$ cat config.mk
export PLATFORM = sky130hd
export DESIGN_NAME = seq_detector_param
export DESIGN_NICKNAME = d
export VERILOG_FILES = /design/src/rtl/seq_detector_param.sv
export SDC_FILE = /design/constraint.sdc
export NUM_CORES = 1
export LEC_CHECK = 0
export ABC_CLOCK_PERIOD_IN_PS = 2820
export BUFFER_PORTS_ARGS = -buffer_cell sky130_fd_sc_hd__buf_4
export CAP_MARGIN = 0
export CORE_MARGIN = 5
export CORE_UTILIZATION = 55
export CTS_CLUSTER_SIZE = 8
export DETAILED_ROUTE_END_ITERATION = 7
export MAX_ROUTING_LAYER = met4
export PLACE_DENSITY_LB_ADDON = 0.1
export SETUP_SLACK_MARGIN = 0.02
export SYNTH_ARGS = -nofsm -noshare
export SYNTH_HDL_FRONTEND = slang
export SYNTH_SLANG_ARGS = --single-unit
$ cat constraint.sdc
create_clock -name clk -period 2.82 [get_ports clk]
set_input_delay 0.564 -clock clk [delete_from_list [all_inputs] [get_ports clk]]
set_output_delay 0.564 -clock clk [all_outputs]
set_load 0.01 [all_outputs]
$ cat src/rtl/seq_detector_param.sv
// rtl/seq_detector_param.sv - parametrised Moore serial-pattern detector with saturating match counter
//
// Ports:
//   clk      in   rising-edge clock
//   reset    in   synchronous, active-high reset
//   x        in   serial data bit
//   valid    in   x is sampled only when high
//   load     in   capture pat/len/ovl this cycle (a valid bit in the same cycle is dropped)
//   pat      in   new pattern, right-aligned; pat[len-1] is the first bit expected
//   len      in   new pattern length (0 -> 1, above MAXLEN -> MAXLEN)
//   ovl      in   new overlap mode (1 = overlapping matches allowed)
//   y        out  registered match flag, holds until the next valid bit, load or reset
//   count    out  saturating number of matches since reset/load
//   cnt_sat  out  count is all-ones
module seq_detector_param #(
  parameter int                MAXLEN  = 8,
  parameter int                LENW    = 4,
  parameter int                CNTW    = 8,
  parameter logic [MAXLEN-1:0] DEF_PAT = MAXLEN'(4'b1010),
  parameter int                DEF_LEN = 4,
  parameter logic              DEF_OVL = 1'b1
) (
  input  logic              clk,
  input  logic              reset,
  input  logic              x,
  input  logic              valid,
  input  logic              load,
  input  logic [MAXLEN-1:0] pat,
  input  logic [LENW-1:0]   len,
  input  logic              ovl,
  output logic              y,
  output logic [CNTW-1:0]   count,
  output logic              cnt_sat
);

  logic [MAXLEN-1:0] p_q, p_d;
  logic [LENW-1:0]   l_q, l_d;
  logic              o_q, o_d;
  logic [MAXLEN-1:0] h_q, h_d;
  logic [LENW-1:0]   f_q, f_d;
  logic              y_q, y_d;
  logic [CNTW-1:0]   count_q, count_d;

  logic [MAXLEN-1:0] h_n;
  logic [MAXLEN-1:0] mask;
  logic [LENW-1:0]   f_n;
  logic              match;

  always_comb begin
    p_d     = p_q;
    l_d     = l_q;
    o_d     = o_q;
    h_d     = h_q;
    f_d     = f_q;
    y_d     = y_q;
    count_d = count_q;

    h_n = {h_q[MAXLEN-2:0], x};
    // Fill count saturates at MAXLEN; it only has to prove L real bits have arrived.
    f_n = (f_q >= LENW'(MAXLEN)) ? f_q : f_q + LENW'(1);

    // Only the low L bits of history and pattern take part in the compare.
    for (int i = 0; i < MAXLEN; i++) begin
      mask[i] = (LENW'(i) < l_q);
    end
    match = (f_n >= l_q) && (((h_n ^ p_q) & mask) == '0);

    if (load) begin
      p_d = pat;
      o_d = ovl;
      if (len == '0) begin
        l_d = LENW'(1);
      end else if (len > LENW'(MAXLEN)) begin
        l_d = LENW'(MAXLEN);
      end else begin
        l_d = len;
      end
      h_d     = '0;
      f_d     = '0;
      y_d     = 1'b0;
      count_d = '0;
    end else if (valid) begin
      h_d = h_n;
      y_d = match;
      // Non-overlap: emptying the fill count forces L fresh bits before the next match.
      f_d = (match && !o_q) ? '0 : f_n;
      if (match && !(&count_q)) begin
        count_d = count_q + CNTW'(1);
      end
    end
  end

  always_ff @(posedge clk) begin
    if (reset) begin
      p_q     <= DEF_PAT;
      l_q     <= LENW'(DEF_LEN);
      o_q     <= DEF_OVL;
      h_q     <= '0;
      f_q     <= '0;
      y_q     <= 1'b0;
      count_q <= '0;
    end else begin
      p_q     <= p_d;
      l_q     <= l_d;
      o_q     <= o_d;
      h_q     <= h_d;
      f_q     <= f_d;
      y_q     <= y_d;
      count_q <= count_d;
    end
  end

  assign y       = y_q;
  assign count   = count_q;
  assign cnt_sat = &count_q;

endmodule
==> reports/summary.log <==
qor: critical_path.critPathRequiredTime 3.08 ns
qor: grt.global_route.usage.total 18.7%
qor: final_layout.mostFrequentLayoutCells sky130_fd_sc_hd__dfxtp_1, sky130_fd_sc_hd__nor2_1, sky130_fd_sc_hd__buf_4, sky130_fd_sc_hd__mux2i_1, sky130_fd_sc_hd__nand2_1
qor: route.via_count 1368
qor: route.drc_errors 0
qor: synth.postSynthAreaPerCell 8.82 um2
qor: synth.synth.yosys.seq_area_share 39.4%
qor: grt.grt_pass1_wl 5990 um
qor: clocking.tritoncts done
qor: critical_path.library_cell_contributing_the_largest_single_delay_on_the_critical_path sky130_fd_sc_hd__dfxtp_1
qor: critical_path.r2r_setup_slack 0.33 ns
qor: place.dp_hpwl 2580 um
qor: critical_path.path_delay_family simple AND/OR/NAND/NOR gates
qor: clocking.cts_made_buffers 5
qor: synth.synth_edf_count 0
qor: critical_path.critical_path.max_stage_delay 0.41 ns
qor: synth.post_synth_num_cell_types 40
qor: die.die_height 65.2 um
qor: final_layout.layout.cells.most_common sky130_fd_sc_hd__dfxtp_1
qor: worst_hold_path.hold_path_startpoint pat[1]
qor: sta.finalMaxSlewViolations 0
qor: sta.rsz_0062_raised_after_global_routing no
qor: grt.antenna_found_initial 0
qor: final_layout.layout.cell_area.non_filler 1950 um2
qor: route.dr.pass1.iters 4
qor: place.io_buffer_count 27
qor: clocking.cts.hold.buffers_added 0
qor: route.drt-wirelength-per-cell 13.6 um
qor: worst_hold_path.whs_path_depth 2
qor: sta.fin_crit 2.49 ns
qor: final_layout.antenna_cells_inserted 0
qor: final_layout.fraction_of_final_layout_cells_sized_beyond_drive_strength_1 19.3%
qor: sta.maxSlewHeadroom 77.2%
qor: worst_hold_path.min-delay-path-class in2reg
qor: die.placement_rows 20
qor: synth.synth.ff_latch_count 33
qor: final_layout.area.growth.synth_to_final 16.3%
qor: critical_path.worst_r2r_startpoint f_q[1]
qor: sta.max_freq 0.402 GHz
qor: die.die_area 4250 um2
qor: critical_path.crit_chain inv_1, ha_1, mux2i_1, inv_1, ha_1, a2111oi_2, nor3_1, nand3_2, or3_1, a21oi_1
qor: synth.syn-num-nets 215
qor: place.weighted_congestion_at_the_end_of_routability_driven_global_placement 0.863
qor: clocking.master_cell_of_the_clock_root_buffer sky130_fd_sc_hd__clkbuf_4
qor: die.io_pins 28
qor: die.core-area 2980 um2
qor: sta.fin_crit_sh 88.1%
qor: clocking.clock_tree.buffer_depth 2
qor: flow_run.maxCapViolCount 0
qor: grt.first_global_vias 1369
qor: clocking.clock_pin_slew_worst_setup_and_hold_paths 0.10 ns
qor: critical_path.critical_path_buf_inv_count 2
qor: route.detail_route.iter0.violations 76
qor: power.powerDensity 434 nW/um2
qor: route.detail_route.vias_per_cell 5.45
qor: die.die_width 65.2 um
qor: route.postRouteAntennaNets 0
qor: worst_hold_path.hold_path_end p_q[1]
qor: grt.grt_remaining_overflow 0
qor: critical_path.rr_endpoint count[7]
qor: clocking.cts_htree_levels 2
qor: run_status.run_status completed
qor: synth.postSynthCellCount 190
qor: critical_path.critPathCaptureType register
qor: synth.synth_area 1680 um2
qor: critical_path.worst-setup-path-type reg2reg
qor: synth.postSynth.asyncResetShare 0%
qor: synth.synthFlopType sky130_fd_sc_hd__dfxtp_1
qor: die.floorplan.initialDensity 56.3%
qor: power.vdd.ir_drop.worst 0.000253 V
qor: critical_path.critical_path.max_fanout 12
qor: power.total_leakage_power 0.846 nW
qor: final_layout.layout.nets 242
qor: sta.timing_worst_slew_pin_value 0.339 ns
qor: synth.yosysWarnings 0
qor: clocking.clock_latency_on_the_worst_skew_pair 0.33 ns
qor: clocking.cts_num_sinks 33
qor: sta.final_skew 0.00900 ns
qor: sta.report.final.setup_viol 0
qor: sta.hold_violations 0
qor: route.detail_route.wirelength 3410 um
qor: sta.setup-tns-final 0 ns
qor: place.postPlaceCellArea 1880 um2
qor: critical_path.worst_ep_arrival_time 2.74 ns
qor: critical_path.reg2regPathDepth 10
qor: grt.pin_count_of_the_biggest_net_entering_global_routing 19
qor: critical_path.startpoint_type register
==> layout make-up <==
type                       instances  area (um2)
inverter                           9        33.8
sequential                        33         662
timing repair buffer              29         218
multi-input combinational        139         945
tap                               33        41.3
fill                             270        1030
clock buffer                       8        48.8
==> kinds of logic (layout without fill, tap and decap cells) <==
| family | Yosys count | count (layout) | synth area share, % |
|---|---|---|---|
| AND/OR/NAND/NOR | 70 | 70 | 20.5 |
| XOR/XNOR | 12 | 12 | 6.27 |
| adder cells (fa/ha/maj) | 7 | 7 | 5.23 |
| AO/OA/AOI/OAI | 34 | 34 | 14.5 |
| multiplexers | 16 | 16 | 9.56 |
| buffers and inverters | 18 | 46 | 4.56 |
| flip-flops | 33 | 33 | 39.4 |
==> layer usage <==
metal / up-vias / track usage [%] / part of all wire (%)
li1: 715 / - / -
met2: 26 / 33.1 / 50
met5: - / - / 0
met4: 0 / 6.48 / 2.0
met1: 618 / 20.1 / 44
met3: 9 / 5.13 / 4.3
==> what timing repair did <==
action / in CTS / in global routing
resized for setup: 0 / 3
hold endpoints to repair: 0 / 0
setup buffers: 0 / 2
setup endpoints to repair: 0 / 9
==> registers in the layout, summed over array words and instances (netlist names) <==
name   flops
count      8
h_q        7
f_q        4
l_q        4
y          1
o_q        1
p_q        8
==> synth_stat cells, types with 3 or more instances <==
master | count | area, um2
sky130_fd_sc_hd__o21ai_0 | 3 | 15.0
sky130_fd_sc_hd__a211o_1 | 3 | 26.3
sky130_fd_sc_hd__nand4_1 | 4 | 25.0
sky130_fd_sc_hd__nor3_1 | 3 | 15.0
sky130_fd_sc_hd__xor2_1 | 7 | 61.3
sky130_fd_sc_hd__nor2b_1 | 4 | 25.0
sky130_fd_sc_hd__ha_1 | 7 | 87.6
sky130_fd_sc_hd__a21oi_1 | 7 | 35.0
sky130_fd_sc_hd__o211ai_1 | 3 | 22.5
sky130_fd_sc_hd__o21a_1 | 3 | 22.5
sky130_fd_sc_hd__or3_1 | 4 | 25.0
sky130_fd_sc_hd__nor2_1 | 30 | 113
sky130_fd_sc_hd__xnor2_1 | 5 | 43.8
sky130_fd_sc_hd__clkbuf_1 | 5 | 18.8
sky130_fd_sc_hd__mux2i_1 | 16 | 160
sky130_fd_sc_hd__and3_1 | 3 | 18.8
sky130_fd_sc_hd__dfxtp_1 | 33 | 661
sky130_fd_sc_hd__inv_1 | 9 | 33.8
sky130_fd_sc_hd__nand2_1 | 10 | 37.5
sky130_fd_sc_hd__o21ai_1 | 4 | 20.0
sky130_fd_sc_hd__nand3_1 | 3 | 15.0
==> worst max-delay path by stage <==
stage,from,cells after the start,slack [ns],to
after floorplan,f_q[0],11,0.45,f_q[0]
after global placement,f_q[0],10,0.32,f_q[0]
after detailed placement,f_q[0],10,0.16,count[4]
after CTS,f_q[0],10,0.12,count[4]
after global routing,f_q[0],10,0.10,count[7]
final,f_q[1],10,0.33,count[7]
==> where the power goes <==
part           internal, mW  leakage, nW  switching [mW]  total (mW)
clock                0.0993       0.0265           0.148       0.248
combinational        0.0529        0.550          0.0525       0.105
sequential            0.479        0.269          0.0136       0.493
total                 0.631        0.846           0.214       0.846
==> through the flow <==
step | utilization, % | total power, mW | hold WS (ns) | worst slack [ns] | cells
CTS | 64.7 | 0.853 | 0.427 | 0.121 | 249
detailed placement | 63.0 | 0.607 | 0.476 | 0.157 | 241
floorplan | - | 0.573 | 0.455 | 0.451 | 190
global placement | 63.0 | 0.603 | 0.484 | 0.320 | 241
finish | 65.4 | 0.846 | 0.440 | 0.335 | 251
global route | 65.4 | 0.894 | 0.434 | 0.102 | 251
Power figures use the tool's default switching activity.
